===== src/rtl/uart_rx.sv =====
// UART receiver, 8 data bits, LSB first, one stop bit, oversampled by CLKS_PER_BIT.
// Optional even-parity checking is enabled by defining UART_RX_PARITY_EN, which adds
// a PARITY state and a sticky parity_err output (8E1 framing instead of 8N1).
module uart_rx #(
    parameter int unsigned CLKS_PER_BIT = 434
) (
    input  logic       clk,
    input  logic       rst_n,
    input  logic       rx,
    output logic [7:0] rx_data,
    output logic       rx_valid,
    input  logic       rx_ready,
    output logic       frame_err,
    output logic       overrun,
    input  logic       err_clr
`ifdef UART_RX_PARITY_EN
    ,
    output logic       parity_err
`endif
);

    localparam logic [2:0] StIdle   = 3'd0;
    localparam logic [2:0] StStart  = 3'd1;
    localparam logic [2:0] StData   = 3'd2;
`ifdef UART_RX_PARITY_EN
    localparam logic [2:0] StParity = 3'd3;
`endif
    localparam logic [2:0] StStop   = 3'd4;

    localparam logic [15:0] HalfM1 = 16'(CLKS_PER_BIT / 2 - 1);
    localparam logic [15:0] FullM1 = 16'(CLKS_PER_BIT - 1);

    logic        sync1_q, rx_s;
    logic [2:0]  state_q, state_d;
    logic [15:0] cnt_q, cnt_d;
    logic [2:0]  idx_q, idx_d;
    logic [7:0]  shift_q, shift_d;
    logic [7:0]  data_q, data_d;
    logic        valid_q, valid_d;
    logic        ferr_q, ferr_d;
    logic        ovr_q, ovr_d;
    logic        good, fe_set, consume;
`ifdef UART_RX_PARITY_EN
    logic        perr_q, perr_d;
    logic        par_bad_q, par_bad_d;
    logic        pe_set;
`endif

    // Two-flop synchronizer; resets high so an idle line does not look like a start bit.
    always_ff @(posedge clk or negedge rst_n) begin
        if (!rst_n) begin
            sync1_q <= 1'b1;
            rx_s    <= 1'b1;
        end else begin
            sync1_q <= rx;
            rx_s    <= sync1_q;
        end
    end

    // Frame FSM: bit timing, data shifting and stop/parity decisions.
    always_comb begin
        state_d = state_q;
        cnt_d   = cnt_q;
        idx_d   = idx_q;
        shift_d = shift_q;
        good    = 1'b0;
        fe_set  = 1'b0;
`ifdef UART_RX_PARITY_EN
        pe_set    = 1'b0;
        par_bad_d = par_bad_q;
`endif
        case (state_q)
            StIdle: begin
                cnt_d = '0;
                if (!rx_s) state_d = StStart;
            end
            StStart: begin
                if (cnt_q == HalfM1) begin
                    cnt_d   = '0;
                    idx_d   = '0;
                    // A line already back high at mid-bit was only a glitch.
                    state_d = rx_s ? StIdle : StData;
                end else begin
                    cnt_d = cnt_q + 16'd1;
                end
            end
            StData: begin
                if (cnt_q == FullM1) begin
                    cnt_d          = '0;
                    shift_d[idx_q] = rx_s;
                    if (idx_q == 3'd7) begin
`ifdef UART_RX_PARITY_EN
                        state_d = StParity;
`else
                        state_d = StStop;
`endif
                    end else begin
                        idx_d = idx_q + 3'd1;
                    end
                end else begin
                    cnt_d = cnt_q + 16'd1;
                end
            end
`ifdef UART_RX_PARITY_EN
            StParity: begin
                if (cnt_q == FullM1) begin
                    cnt_d     = '0;
                    state_d   = StStop;
                    // Even parity: data bits plus parity bit must XOR to zero.
                    par_bad_d = ^shift_q ^ rx_s;
                    pe_set    = ^shift_q ^ rx_s;
                end else begin
                    cnt_d = cnt_q + 16'd1;
                end
            end
`endif
            StStop: begin
                if (cnt_q == FullM1) begin
                    cnt_d   = '0;
                    state_d = StIdle;
                    if (rx_s) begin
`ifdef UART_RX_PARITY_EN
                        good = !par_bad_q;
`else
                        good = 1'b1;
`endif
                    end else begin
                        fe_set = 1'b1;
                    end
                end else begin
                    cnt_d = cnt_q + 16'd1;
                end
            end
            default: begin
                state_d = StIdle;
                cnt_d   = '0;
            end
        endcase
    end

    // Output handshake and sticky flags; a new error event beats a simultaneous clear.
    always_comb begin
        consume = valid_q & rx_ready;
        data_d  = data_q;
        valid_d = valid_q & ~consume;
        ovr_d   = ovr_q & ~err_clr;
        ferr_d  = fe_set | (ferr_q & ~err_clr);
`ifdef UART_RX_PARITY_EN
        perr_d  = pe_set | (perr_q & ~err_clr);
`endif
        if (good) begin
            if (!valid_q || consume) begin
                data_d  = shift_q;
                valid_d = 1'b1;
            end else begin
                ovr_d = 1'b1;
            end
        end
    end

    // State and output registers.
    always_ff @(posedge clk or negedge rst_n) begin
        if (!rst_n) begin
            state_q <= StIdle;
            cnt_q   <= '0;
            idx_q   <= '0;
            shift_q <= '0;
            data_q  <= '0;
            valid_q <= 1'b0;
            ferr_q  <= 1'b0;
            ovr_q   <= 1'b0;
`ifdef UART_RX_PARITY_EN
            perr_q    <= 1'b0;
            par_bad_q <= 1'b0;
`endif
        end else begin
            state_q <= state_d;
            cnt_q   <= cnt_d;
            idx_q   <= idx_d;
            shift_q <= shift_d;
            data_q  <= data_d;
            valid_q <= valid_d;
            ferr_q  <= ferr_d;
            ovr_q   <= ovr_d;
`ifdef UART_RX_PARITY_EN
            perr_q    <= perr_d;
            par_bad_q <= par_bad_d;
`endif
        end
    end

    assign rx_data   = data_q;
    assign rx_valid  = valid_q;
    assign frame_err = ferr_q;
    assign overrun   = ovr_q;
`ifdef UART_RX_PARITY_EN
    assign parity_err = perr_q;
`endif

endmodule


===== config.mk =====
export PLATFORM = sky130hd
export DESIGN_NAME = uart_rx
export DESIGN_NICKNAME = d
export VERILOG_FILES = /design/src/rtl/uart_rx.sv
export SDC_FILE = /design/constraint.sdc
export NUM_CORES = 1
export LEC_CHECK = 0
export CELL_PAD_IN_SITES_DETAIL_PLACEMENT = 0
export CELL_PAD_IN_SITES_GLOBAL_PLACEMENT = 1
export CORE_MARGIN = 8
export CORE_UTILIZATION = 25
export DETAILED_ROUTE_END_ITERATION = 10
export PLACE_DENSITY_LB_ADDON = 0.1
export SLEW_MARGIN = 20
export SYNTH_ARGS = -nofsm -noshare
export SYNTH_HDL_FRONTEND = slang
export SYNTH_SLANG_ARGS = --single-unit
export TNS_END_PERCENT = 50

===== constraint.sdc =====
create_clock -name clk -period 1.9 [get_ports clk]
set_input_delay 0.19 -clock clk [delete_from_list [all_inputs] [get_ports clk]]
set_output_delay 0.19 -clock clk [all_outputs]
set_load 0.05 [all_outputs]

==> results of run 1 <==
==> per-stage QoR <==
step	setup slack (ns)	cells	instance area (µm²)
after floorplan	0.151	188	2130
after global placement	0.0914	315	2480
after detailed placement	0.0898	315	2480
after CTS	0.0751	324	2610
after global routing	0.0109	324	2620
final	0.0969	324	2620
==> cell usage after synthesis (2+ instances only) <==
library cell and n:
nand3b_1 3, nor2b_1 3, inv_1 9, nor4_2 2, nand3_1 12, nor3b_1 2
and4b_1 2, nor4_1 6, nand4_1 10, nand2b_1 2, o221ai_1 2, ha_1 5
clkbuf_1 2, xnor2_1 13, mux2_4 8, nor2_1 23, mux2_2 8, nor3_1 6
dfrtp_1 41, buf_6 3, nand2_1 7, dfstp_2 2, and3b_1 2
==> cell families after synthesis <==
family	after synthesis
simple gates	85
xor+xnor	14
mux	17
fa+ha+maj	5
compound gates	8
flops	43
buf+inv	16
==> worst max-delay path by stage <==
stage                                   from                      to  slack [ns]  depth (start not counted)
after detailed placement  cnt_q[9]$_DFF_PN0_  rx_data[7]$_DFFE_PN0P_        0.09                          4
after CTS                 cnt_q[9]$_DFF_PN0_  rx_data[7]$_DFFE_PN0P_        0.08                          4
after global routing      cnt_q[9]$_DFF_PN0_  rx_data[7]$_DFFE_PN0P_        0.01                          4
final                     cnt_q[1]$_DFF_PN0_  rx_data[7]$_DFFE_PN0P_         0.1                          6
after floorplan           cnt_q[1]$_DFF_PN0_  rx_data[0]$_DFFE_PN0P_        0.15                          7
after global placement    cnt_q[9]$_DFF_PN0_  rx_data[7]$_DFFE_PN0P_        0.09                          4
==> registers in the layout, summed over array words and instances (netlist names), 3 cells and up <==
name     count
state_q      3
idx_q        3
shift_q      8
rx_data      8
cnt_q       16
==> area by class of cell <==
cell class              instances  area (µm²)  share of cell area [%]
clock inverters                 2        35.0                    1.34
flip-flops and latches         43        1080                    41.1
well taps                     105         131                    5.01
clock buffers                   6        82.6                    3.15
repair buffers                 30         289                    11.0
multi-input cells             129         971                    37.0
inverters                       9        33.8                    1.29
==> metal layers <==
layer | part of all wire (%) | global-route usage [%]
met2 | 50 | 14.3
met3 | 3.3 | 2.20
met4 | 1.6 | 3.52
met1 | 45 | 9.97
met5 | 0 | 0
==> placed cells by master (no fill, tap or decap), drive strengths merged <==
master / n
mux2i: 1
clkbuf: 6
nand4: 10
and3b: 2
o221ai: 2
and2: 1
xor2: 1
dfrtp: 41
inv: 9
or3b: 2
o21ai: 1
buf: 15
nand2b: 2
o31ai: 1
and4b: 2
nor2: 23
nand2: 7
dfstp: 2
bufinv: 1
nor2b: 3
xnor2: 13
o22ai: 1
o32ai: 1
dlygate4sd3: 1
clkinv: 1
nand3: 12
nor4: 8
a21o: 1
nor3b: 2
nand3b: 3
ha: 5
mux2: 16
clkdlybuf4s50: 14
a2bb2oi: 1
nor3: 6
and4: 2
==> power by group <==
group          switching [mW]  internal (mW)  leakage [nW]
clock                   0.319          0.426        0.0612
combinational          0.0233         0.0139         0.513
sequential            0.00104          0.918         0.579
==> timing repair <==
action	CTS	global route
endpoints found under the setup margin	0	5
resized for setup	0	2
hold buffers	1	0
endpoints found under the hold margin	41	0
==> results.toml, run 1 <==
[run_status]
status = "finished clean"

[clock_tree]
clkLatencyLatePin_ns = 0.29
post_cts.repair.setup_buffers = 0
clockBufferDepth = 2
cts.root.buffer_cell = "clkbuf_8"
cts_num_sinks = 43
path_clk_slew_ns = 0.08
cts_tree = "yes"
cts-buffers-inserted = 5
cts_htree_levels = 2

[yosys]
synth_top_flop_cell = "dfrtp_1"
ys_warn_count = 0
synth_compound_area_share_pct = 3.70
postSynthRegisterBits = 43
synthDistinctLibCells = 38
post_synth_instance_area_um2 = 2130
post_synth_main_area_contributors = "dfrtp_1, mux2_4, xnor2_1"
share_of_synthesized_flip_flops_with_an_asynchronous_set_or_reset_pct = 100
synth_top_area_share_pct = 48.2
synthAdderAreaFrac_pct = 2.94
synth-seq-area-share_pct = 50.7
synthSimpleGateAreaFrac_pct = 22.5
synth_mux_area_share_pct = 10.3
yosysTopAreaCell = "dfrtp_1"
net_count_synth = 198
synthesis.instances = 188
combinational_family_with_the_most_area_after_synthesis = "simple AND/OR/NAND/NOR gates"
synth-edff-count = 0
synthXorXnorAreaFrac_pct = 5.76
synth_area_per_cell_um2 = 11.3

[floorplanning]
die_area_um2 = 11700
io_pins = 16
die_w_um = 108
fp-row-count = 33
floorplan.core_area_um2 = 8220
start_util_pct = 25.9
die_y_um = 108

[layout]
antenna-diode-count = 0
final_net_count = 228
fillerInstances = 819
utilization_pct = 31.9
drive_gt1_share_pct = 21.0
area_delta_synth_final_pct = 23.2

[sta]
worst_hold_slack_ns = 0.297
tightestPinTransition_ns = 0.531
setup_viol_count_final = 0
timing.final.crit_share_pct = 94.9
setup_repair_after_global_routing_missed_its_margin = "false"
maxSlewViolCount = 0
max-slew-margin-rel_pct = 64.5
totalNegativeSetupSlack_ns = 0
skew_ns = 0.00473
final_count_of_hold_timing_violations = 0
post-route-min-period_ns = 1.80
max_clock_freq_ghz = 0.555

[setup_path]
worstSetupPathType = "flop to flop"
worstRegToRegCells = 6
path_max_fanout = 8
slowest_stage_cell_crit_path = "dfrtp_1"
timing.critical_path.max_delay_family = "simple AND/OR/NAND/NOR gates"
critPathArrivalTime_ns = 1.99
critPathCaptureType = "flop"
cp-start-kind = "flop"
timing.rr.start = "cnt_q[1]$_DFF_PN0_"
worstPathRequired_ns = 2.08
terminus_of_the_critical_flop_to_flop_path = "rx_data[7]$_DFFE_PN0P_"
crit_chain = "inv_1 > ha_1 > and4b_1 > and4_1 > and4_4 > mux2_4"
slowest_delay_ns = 0.38
regToRegSetupSlack_ns = 0.1
critical_path_buf_inv_count = 1

[grt]
track_usage_pct = 8.45
number_of_global_route_vias_before_repair = 1568
grt_pass1_wl_mm = 7.87
grt_max_degree = 44
antenna_found_initial = 0
final_global_route_overflow_total = 0

[hold_path]
worst_hold_path.endpoint = "sync1_q$_DFF_PN1_"
hold_path_cells = 1
worstHoldPathType = "input pin to flop"
hp-start = "rx"

[place]
gp_routability_congestion = 0.727
numPortBuffers = 15
post-dp-hpwl_mm = 3.27

[run]
number_of_violations_of_the_max_capacitance_limit = 0

[pwr]
cellLeakagePower_nw = 1.15
vdd_ir_drop_max_mv = 0.235
total_power_mw = 1.70
cellPowerDensity_nw_per_um2 = 649

[routing]
drtPass1Iterations = 4
antenna_left = 0
post_drt_wl_per_cell_um = 14.0
drcViolationCount = 0
vias = 1481
vias_per_cell = 4.57
drt_iter0_drc = 38
routed_wl_mm = 4.52
Note: power is estimated with default switching activity, not from simulation.
==> run 2, diff against run 1 <==
--- a/config.mk
+++ b/config.mk
@@ -11,6 +11,7 @@
 export CORE_UTILIZATION = 25
 export DETAILED_ROUTE_END_ITERATION = 10
 export PLACE_DENSITY_LB_ADDON = 0.1
+export RECOVER_POWER = 50
 export SLEW_MARGIN = 20
 export SYNTH_ARGS = -nofsm -noshare
 export SYNTH_HDL_FRONTEND = slang
==> run 2 against run 1 <==
Net effect:
- core utilization decreased by 0.18 points
- flip-flop and latch count stayed put
- die area did not move
- critical endpoint unchanged
- non-clock buffer count unchanged
- routed wire length is essentially flat
- count of clock-buffer cells in the layout unchanged
- clock power hardly changed
- global-route usage did not move
- register-to-register slack about the same
- largest cell class unchanged
- critical path type unchanged
- power is 0.27% lower
==> results.toml, run 2 (synthesis results as in run 1) <==
[run]
number_of_violations_of_the_max_capacitance_limit = 0

[sta]
maxSlewViolCount = 0
setup_viol_count_final = 0
timing.final.ws_setup_ns = 0.0969
timing.final.crit_share_pct = 94.9
max-slew-margin-rel_pct = 26.3
skew_ns = 0.00473
tightestPinTransition_ns = 1.11
final_count_of_hold_timing_violations = 0
totalNegativeSetupSlack_ns = 0
max_clock_freq_ghz = 0.555
post-route-min-period_ns = 1.80
setup_repair_after_global_routing_missed_its_margin = "false"
worst_hold_slack_ns = 0.362

[clock_tree]
cts_tree = "yes"
cts-buffers-inserted = 5
clkLatencyLatePin_ns = 0.29
cts.root.buffer_cell = "clkbuf_8"
clockBufferDepth = 2
path_clk_slew_ns = 0.08
post_cts.repair.setup_buffers = 0
cts_num_sinks = 43
cts_htree_levels = 2

[layout]
mostFrequentLayoutCell = "dfrtp_1"
drive_gt1_share_pct = 21.0
final_net_count = 228
layout.area.seq_um2 = 1080
antenna-diode-count = 0
fillerInstances = 821
largest_register = "cnt_q"
final_cell_mix = "dfrtp_1, nor2_1, xnor2_1, clkdlybuf4s50_1, nand3_1"
largest_register_ffs = 16
layout.cells.non_filler = 324
utilization_pct = 31.7
stdcell_area_um2 = 2610
area_delta_synth_final_pct = 22.5
multi_input_comb_area_um2 = 971

[setup_path]
critPathCaptureType = "flop"
cp-start-kind = "flop"
worstPathRequired_ns = 2.08
slowest_delay_ns = 0.38
regToRegSetupSlack_ns = 0.1
timing.critical_path.max_delay_family = "simple AND/OR/NAND/NOR gates"
critPathArrivalTime_ns = 1.99
slowest_stage_cell_crit_path = "dfrtp_1"
critical_path_buf_inv_count = 1
worstSetupPathType = "flop to flop"
path_max_fanout = 8
crit_chain = "inv_1 > ha_1 > and4b_1 > and4_1 > and4_4 > mux2_4"

[place]
dpl_worst_slack_ns = 0.0898
post-place-cells = 315
gp_routability_congestion = 0.727
post-dp-hpwl_mm = 3.27
placedInstanceArea_um2 = 2480
numPortBuffers = 15

[routing]
antenna_left = 0
drcViolationCount = 0
drt_iter0_drc = 38
post_drt_wl_per_cell_um = 14.0
vias = 1481
vias_per_cell = 4.57
drtPass1Iterations = 4
routed_wl_mm = 4.52

[grt]
number_of_global_route_vias_before_repair = 1568
track_usage_pct = 8.45
final_global_route_overflow_total = 0
grt_pass1_wl_mm = 7.87
antenna_found_initial = 0
grt_max_degree = 44

[pwr]
vdd_ir_drop_max_mv = 0.235
total_power_mw = 1.70
cellPowerDensity_nw_per_um2 = 651
cellLeakagePower_nw = 1.15

[floorplanning]
floorplan.core_area_um2 = 8220
io_pins = 16
die_w_um = 108
die_y_um = 108
fp-row-count = 33
die_area_um2 = 11700
start_util_pct = 25.9

[run_status]
status = "finished clean"

[hold_path]
worstHoldPathType = "flop to flop"
[run 2: changes by cell type in the layout (fill, tap and decap cells not counted), sizes merged]
cell | before | now
buf | 15 | 14
clkdlybuf4s50 | 14 | 13
clkbuf | 6 | 7
dlygate4sd3 | 1 | 2
[run 2: area by class of cell]
class                           count  area share [%]
Clock buffer                        6            3.17
Clock inverter                      2            1.34
Inverter                            9            1.30
Multi-Input combinational cell    129            37.3
Sequential cell                    43            41.4
Tap cell                          105            5.04
Timing Repair Buffer               30            10.5
[run 2: path summary, 6_finish.rpt]
path	cells past startpoint	to	start
max	6	rx_data[7]$_DFFE_PN0P_	cnt_q[1]$_DFF_PN0_
min	0	rx_s$_DFF_PN1_	sync1_q$_DFF_PN1_
max reg2reg	6	rx_data[7]$_DFFE_PN0P_	cnt_q[1]$_DFF_PN0_
min reg2reg	0	rx_s$_DFF_PN1_	sync1_q$_DFF_PN1_
max in group asynchronous	3	frame_err$_DFF_PN0_	rst_n
min in group asynchronous	3	rx_data[0]$_DFFE_PN0P_	rst_n
[run 2: power by group]
part | leakage (nW) | total [mW] | internal (mW) | switching (mW)
clock network | 0.0612 | 0.745 | 0.426 | 0.319
registers | 0.579 | 0.919 | 0.918 | 0.00104
logic | 0.508 | 0.0324 | 0.00975 | 0.0227
[run 2: routing by layer]
| metal | track usage (%) | wire length [µm] | part of all wire [%] |
|---|---|---|---|
| met2 | 14.3 | 2270 | 50 |
| met3 | 2.20 | 149 | 3.3 |
| met4 | 3.52 | 71 | 1.6 |
| met5 | 0 | 0 | 0 |
| met1 | 9.97 | 2030 | 45 |
[run 2: repair_timing]
| item | 4_1_cts | 5_1_grt |
|---|---|---|
| hold endpoints to repair | 41 | 0 |
| hold buffers | 1 | 0 |
| resized for setup | 0 | 2 |
| setup endpoints to repair | 0 | 5 |
